--- src/rtl/somador_serial_pkg.sv ---
// Shared types and constants for the bit-serial adder.
package somador_serial_pkg;

   localparam int unsigned SomadorDefWidth = 8;

   typedef enum logic [1:0] {
      StIdle  = 2'd0,
      StShift = 2'd1,
      StDone  = 2'd2
   } somador_state_e;

endpackage

--- src/rtl/somadorcompleto_struct.sv ---
// Structural one-bit full adder: the only arithmetic cell of the serial adder.
module somadorcompleto_struct (
   input  logic a,
   input  logic b,
   input  logic carry_in,
   output logic soma,
   output logic carry_out
);

   logic prop;
   logic gen;
   logic prop_c;

   assign prop      = a ^ b;
   assign gen       = a & b;
   assign prop_c    = prop & carry_in;
   assign soma      = prop ^ carry_in;
   assign carry_out = gen | prop_c;

endmodule

--- src/rtl/somador_serial.sv ---
// Bit-serial N-bit adder, LSB first, one bit per clock with start/busy/done handshake.
// Define SOMADOR_SERIAL_OVF_EN to add the registered signed-overflow output ovf.
module somador_serial
   import somador_serial_pkg::*;
#(
   parameter int unsigned N = SomadorDefWidth
) (
   input  logic         clk,
   input  logic         rst_n,
   input  logic         start,
   input  logic [N-1:0] a,
   input  logic [N-1:0] b,
   input  logic         cin,
   output logic         busy,
   output logic         done,
   output logic [N-1:0] soma,
`ifdef SOMADOR_SERIAL_OVF_EN
   output logic         ovf,
`endif
   output logic         cout
);

   localparam int unsigned CntW = $clog2(N + 1);
   localparam logic [CntW-1:0] LastBit = CntW'(N - 1);

   somador_state_e state_q, state_d;
   logic [N-1:0]    a_q, a_d;
   logic [N-1:0]    b_q, b_d;
   logic [N-1:0]    acc_q, acc_d;
   logic [N-1:0]    soma_q, soma_d;
   logic [CntW-1:0] cnt_q, cnt_d;
   logic            carry_q, carry_d;
   logic            cout_q, cout_d;
`ifdef SOMADOR_SERIAL_OVF_EN
   logic            ovf_q, ovf_d;
`endif

   logic fa_sum;
   logic fa_carry;

   somadorcompleto_struct u_fa (
      .a         (a_q[0]),
      .b         (b_q[0]),
      .carry_in  (carry_q),
      .soma      (fa_sum),
      .carry_out (fa_carry)
   );

   always_comb begin
      state_d = state_q;
      a_d     = a_q;
      b_d     = b_q;
      acc_d   = acc_q;
      soma_d  = soma_q;
      cnt_d   = cnt_q;
      carry_d = carry_q;
      cout_d  = cout_q;
`ifdef SOMADOR_SERIAL_OVF_EN
      ovf_d   = ovf_q;
`endif
      unique case (state_q)
         // DONE accepts a new request exactly like IDLE for back-to-back use
         StIdle, StDone: begin
            if (start) begin
               a_d     = a;
               b_d     = b;
               carry_d = cin;
               acc_d   = '0;
               cnt_d   = '0;
               state_d = StShift;
            end else begin
               state_d = StIdle;
            end
         end
         StShift: begin
            a_d     = {1'b0, a_q[N-1:1]};
            b_d     = {1'b0, b_q[N-1:1]};
            acc_d   = {fa_sum, acc_q[N-1:1]};
            carry_d = fa_carry;
            cnt_d   = cnt_q + CntW'(1);
            if (cnt_q == LastBit) begin
               state_d = StDone;
               soma_d  = {fa_sum, acc_q[N-1:1]};
               cout_d  = fa_carry;
`ifdef SOMADOR_SERIAL_OVF_EN
               // carry_q is the carry into the MSB while it is being added
               ovf_d   = carry_q ^ fa_carry;
`endif
            end
         end
         default: state_d = StIdle;
      endcase
   end

   always_ff @(posedge clk or negedge rst_n) begin
      if (!rst_n) begin
         state_q <= StIdle;
         a_q     <= '0;
         b_q     <= '0;
         acc_q   <= '0;
         soma_q  <= '0;
         cnt_q   <= '0;
         carry_q <= 1'b0;
         cout_q  <= 1'b0;
`ifdef SOMADOR_SERIAL_OVF_EN
         ovf_q   <= 1'b0;
`endif
      end else begin
         state_q <= state_d;
         a_q     <= a_d;
         b_q     <= b_d;
         acc_q   <= acc_d;
         soma_q  <= soma_d;
         cnt_q   <= cnt_d;
         carry_q <= carry_d;
         cout_q  <= cout_d;
`ifdef SOMADOR_SERIAL_OVF_EN
         ovf_q   <= ovf_d;
`endif
      end
   end

   assign busy = (state_q == StShift);
   assign done = (state_q == StDone);
   assign soma = soma_q;
   assign cout = cout_q;
`ifdef SOMADOR_SERIAL_OVF_EN
   assign ovf  = ovf_q;
`endif

endmodule

--- config.mk ---
export PLATFORM = sky130hd
export DESIGN_NAME = somador_serial
export DESIGN_NICKNAME = d
export VERILOG_FILES = /design/src/rtl/somador_serial_pkg.sv /design/src/rtl/somadorcompleto_struct.sv /design/src/rtl/somador_serial.sv
export SDC_FILE = /design/constraint.sdc
export NUM_CORES = 1
export LEC_CHECK = 0
export ABC_AREA = 1
export BUFFER_PORTS_ARGS = -buffer_cell sky130_fd_sc_hd__buf_2
export CAP_MARGIN = 10
export CELL_PAD_IN_SITES_DETAIL_PLACEMENT = 0
export CELL_PAD_IN_SITES_GLOBAL_PLACEMENT = 1
export CORE_UTILIZATION = 43
export CTS_CLUSTER_SIZE = 8
export DETAILED_ROUTE_END_ITERATION = 10
export GPL_ROUTABILITY_DRIVEN = 0
export PLACE_DENSITY_LB_ADDON = 0.08
export REMOVE_ABC_BUFFERS = 1
export SLEW_MARGIN = 20
export SYNTH_ARGS = -nofsm -noshare
export SYNTH_HDL_FRONTEND = slang
export SYNTH_SLANG_ARGS = --single-unit
--- constraint.sdc ---
create_clock -name clk -period 2.3 [get_ports clk]
set_input_delay 0.115 -clock clk [delete_from_list [all_inputs] [get_ports clk]]
set_output_delay 0.115 -clock clk [all_outputs]
set_load 0.03 [all_outputs]
# Word level (Yosys, flattened, before mapping)
# Cells that the tools add are included.
[word_totals]
regBits = 40
latchBits = 0
ram_bits = 0
mem_bits_ro = 0
input_bits = 20
out_inout_bits = 11
word_cells = 37
mem_count = 0
[op_classes]
addsub = 1
multipliers = 0
div = 0
order_cmp = 0
n_eq_ne = 5
shifts = 0
mux = 13
n_bitwise = 5
n_reduce_logical = 5
[op_table]
columns = ["op", "count"]
rows = [
  ["8-bit case mux with 2 select lines", 3],
  ["8-bit 2-to-1 mux", 3],
  ["4-bit case mux with 2 select lines", 1],
  ["4-bit by 1-bit adder with 4-bit output (second input constant)", 1],
  ["4-bit by 3-bit equality test with 1-bit output (second input constant)", 1],
  ["4-bit 2-to-1 mux", 1],
  ["2-bit case mux with 2 select lines", 1],
  ["2-bit AND reduction", 2],
  ["1-bit bitwise AND", 2],
  ["2-bit by 1-bit equality test with 1-bit output (second input constant)", 1],
  ["2-bit equality test (second input constant)", 1],
  ["2-bit logical NOT", 1],
  ["1-bit 2-to-1 mux", 2],
  ["2-bit 2-to-1 mux", 1],
  ["2-bit by 1-bit != test with 1-bit output (second input constant)", 1],
  ["2-bit != test (second input constant)", 1],
  ["1-bit case mux with 2 select lines", 1],
  ["2-bit nonzero test", 1],
  ["2-bit OR reduction", 1],
  ["1-bit XOR", 2],
  ["1-bit bitwise OR", 1],
]

# Depth between registers and ports, before layout
[logic_depth]
ltp_word = 4
mapped_depth = 7
mapped_depth_nobuf = 6

# Modules after synthesis
# From an unflattened synthesis, not the netlist that was laid out.
[hier_totals]
cells_unflattened = 216
hier_area_um2 = 1732.9
[by_module_without_submodules]
columns = ["mod", "instances", "cells_each", "area_each_um2", "seq_area_each_um2"]
rows = [
  ["somador_serial", 1, 215, 1712.9, 975.9],
  ["somadorcompleto_struct", 1, 1, 20.0, 0.0],
]

# Least setup slack after synthesis
# No wires, ideal clock.
[synth_timing]
path_kind = "register to register"
startpoint = "register cnt_q[0]"
endpoint = "register cnt_q[2]"
setup_time_ns = 0.117
arrival_ns = 1.005
required_ns = 2.183
setup_slack_ns = 1.178
stages_incl_launch_ff = 5
path_buffers = 0
synth_period_minus_slack_ns = 1.122
path_cell_list = "dfrtp_1 > ha_1 > or2_2 > nand3_1 > nand2_1"
[synth_between]
elab_chain_cells = 2
[synth_lines]
columns = ["element", "line_no", "source"]
rows = [
  ["start: declaration", "somador_serial.sv:31", "logic [CntW-1:0] cnt_q, cnt_d;"],
  ["start signal: assignment", "somador_serial.sv:114", "cnt_q <= cnt_d;"],
  ["4-bit by 1-bit adder with 4-bit output", "somador_serial.sv:80", "cnt_d = cnt_q + CntW'(1);"],
  ["4-bit case mux with 2 select lines", "somador_serial.sv:61", "unique case (state_q)"],
]
# No other way between the ends.
# A chain may end at the register's enable or synchronous reset.

# Worst setup path in the final report
[layout_timing]
startpoint = "register state_q[0]"
endpoint = "output port busy"
[layout_between]
elab_chain_cells = 1
[layout_lines]
columns = ["element", "line_no", "source"]
rows = [
  ["start: declaration", "somador_serial.sv:26", "somador_state_e state_q, state_d;"],
  ["start signal: assignment", "somador_serial.sv:97", "state_q <= StIdle;"],
  ["start signal: assignment", "somador_serial.sv:109", "state_q <= state_d;"],
  ["2-bit by 1-bit equality test with 1-bit output", "somador_serial.sv:123", "assign busy = (state_q == StShift);"],
  ["end: declaration", "somador_serial.sv:14", "output logic busy,"],
]
# No other way between the ends.

==> flow_summary_export.csv <==
group,metric,value,unit
route,drtIter0Drc,93,
placement,dp_cells,290,
critical_path,cp_max_fo,11,
critical_path,cp_slowest_cell,"dfrtp_1",
placement,dp_slack,0.8493,ns
route,ant_nets,0,
timing,slew_headroom,0.4246,
pwr,p_leak,1.150,nW
critical_path,worst-setup-path-type,"reg -> out",
timing,rsz0062_at_grt,"false",
route,drt_first_pass_iters,4,
timing,period_minus_slack,1.515,ns
synthesis,synthCells,216,
critical_path,r2r-start,"state_q[0]$_DFFE_PN0P_",
grt,grt_use_total,0.1732,
placement,numPortBuffers,30,
floorplanning,dieWidth,65.44,um
route,drt-vias-per-instance,4.441,
hold_path,min-delay-start,"b[7]",
layout,fillCellCount,371,
route,vias,1328,
clock_network,root_buffer,"clkbuf_8",
timing,hold_ws,0.01908,ns
floorplanning,die_area,4282,um^2
critical_path,end_kind,"primary output",
synthesis,ys_warn_count,0,
hold_path,hp-class,"in -> reg",
critical_path,cp.required,2.18,ns
critical_path,startpoint_type,"flop",
floorplanning,start_util,0.4589,
timing,hold_violations,0,
layout,layout-drive-gt1-share,0.1833,
synthesis,synth-seq-cells,39,
placement,hpwlAfterDp,2059,um
timing,min_period_over_period,0.6588,
hold_path,hold_depth,3,
layout,multiInputGateArea,610.6,um^2
grt,grt_pass1_wl,5464,um
pwr,power,0.002773,W
clock_network,htreeDepth,2,
route,wire_per_inst,10.56,um
timing,setup_slack,0.7848,ns
timing,tns,0,ns
critical_path,crit_family,"flip-flops",
grt,antenna_found_initial,0,
floorplanning,core_area,3771,um^2
clock_network,cts_tree,"yes",
timing,finClkSkew,0.009759,ns
floorplanning,num_rows,22,
timing,max_freq,0.6600,GHz
clock_network,clock_latency,0.29,ns
clock_network,clock-sinks,39,
critical_path,rr_endpoint,"soma[3]$_DFFE_PN0P_",
clock_network,post_cts_buffers,0,
timing,drv_slew,0,
layout,seqCellArea,975.9,um^2
synthesis,seq_area_frac_synth,0.5640,
route,wirelength,3157,um
layout,final_common_cell,"nand2_1",
flow_run,cap_violations,0,
clock_network,cts.clk_slew.worst_paths,0.08,ns
route,drc,0,
synthesis,synth_area_per_cell,8.011,um^2
critical_path,ff2ff_setup_slack,0.86,ns
critical_path,crit_chain,"inv_2, nor2_2, buf_2",
critical_path,timing.critical_path.buf_inv,2,
run_status,status,"completed",
timing,tightest_slew,0.8632,ns
critical_path,ff2ff_path_depth,5,
layout,syn2layout_area_growth,15.62,%
layout,final_cells,299,
critical_path,cp_slowest_stage_delay,0.42,ns
floorplanning,die_h,65.44,um
floorplanning,io_pins,31,
synthesis,synth_area,1730,um^2
timing,setup_viol,0,
clock_network,cts_resized,0,
layout,most-common-layout-cells,"nand2_1 (120), dfrtp_1 (39), buf_2 (30)",
grt,grt_max_degree,40,
layout,final_nets,272,
grt,gr-total-overflow,0,
critical_path,cp.arrival,1.40,ns
pwr,peakVddDrop,0.0004535,V
layout,antenna_cells,0,
clock_network,cts_buffers,5,
pwr,power_density,1386,nW/um^2
synthesis,synthDistinctLibCells,18,
hold_path,hold_end,"b_q[7]$_DFFE_PN0P_",
grt,grt_pass1_vias,1279,
clock_network,clockBufferDepth,2,
-- area by class of cell --
type | instances | area share
flip-flops and latches | 39 | 0.4878
multi-input cells | 145 | 0.3052
repair buffers | 32 | 0.08380
inverters | 27 | 0.05066
clock buffers | 6 | 0.03627
well taps | 48 | 0.03002
clock inverters | 2 | 0.006254
-- worst register-to-register path, cell delays in order, from the launching register on --
cell and delay (ns):
dfrtp_1 0.42, inv_2 0.06, nor2_2 0.35, nand2_1 0.31, nand2_1 0.13, nand2_1 0.06
-- flip-flops by register name, indices dropped and copies added (netlist names) --
name     flops
acc_q        7
b_q          8
state_q      2
cnt_q        4
a_q          8
soma         8
carry_q      1
cout         1
-- cells in the mapped netlist (all sizes together) --
| master | number | area (um^2) |
|---|---|---|
| or2 | 1 | 6.260 |
| inv | 27 | 101.4 |
| nand3 | 4 | 20.02 |
| a21oi | 1 | 5.000 |
| nand4 | 1 | 6.260 |
| ha | 1 | 12.51 |
| nor2 | 6 | 30.03 |
| fa | 1 | 20.02 |
| nand2 | 122 | 462.9 |
| buf | 5 | 42.53 |
| o21ai | 2 | 10.01 |
| o22ai | 6 | 37.54 |
| dfrtp | 39 | 975.9 |
-- layer usage --
| layer | global-route usage | routed length [um] | share of wire | vias to the layer above |
|---|---|---|---|---|
| met4 | 0.08152 | 56 | 0.018 | 0 |
| li1 | - | - | - | 708 |
| met3 | 0.04167 | 114 | 0.036 | 7 |
| met2 | 0.2951 | 1409 | 0.45 | 32 |
| met5 | 0 | 0 | 0 | - |
| met1 | 0.2040 | 1577 | 0.50 | 581 |
-- how the worst max path moves through the flow --
stage	from	endpoint	slack (ns)	cells past startpoint
after floorplan	state_q[0]$_DFFE_PN0P_	cout$_DFFE_PN0P_	0.62	5
after global placement	state_q[0]$_DFFE_PN0P_	a_q[4]$_DFFE_PN0P_	0.91	5
after detailed placement	state_q[0]$_DFFE_PN0P_	soma[4]$_DFFE_PN0P_	0.85	5
after CTS	state_q[0]$_DFFE_PN0P_	busy	0.74	3
after global routing	state_q[0]$_DFFE_PN0P_	soma[6]$_DFFE_PN0P_	0.68	5
final	state_q[0]$_DFFE_PN0P_	busy	0.78	3
-- logic make-up after synthesis --
logic type,share of synthesized area
buffers and inverters,0.08315
DFF,0.5640
and+or+nand+nor,0.3037
AOI/OAI and AO/OA,0.03037
adders and majority gates,0.01880
-- where the power goes --
group	switching, W	internal [W]
clock	0.000237	0.000212
sequential	0.000183	0.000995
combinational	0.000764	0.000383
total	0.00118	0.00159
-- per-stage QoR --
step                      area, um^2  utilization
final                           2001       0.5305
after CTS                       2001       0.5305
after global placement          1906       0.5053
after detailed placement        1906       0.5053
after global routing            2001       0.5305
after floorplan                 1688            -
-- what timing repair did --
action | CTS | global route
endpoints found under the setup margin | 0 | 0
hold buffers | 1 | 0
endpoints found under the hold margin | 39 | 0
No activity file was read; power rests on OpenSTA's default activity.
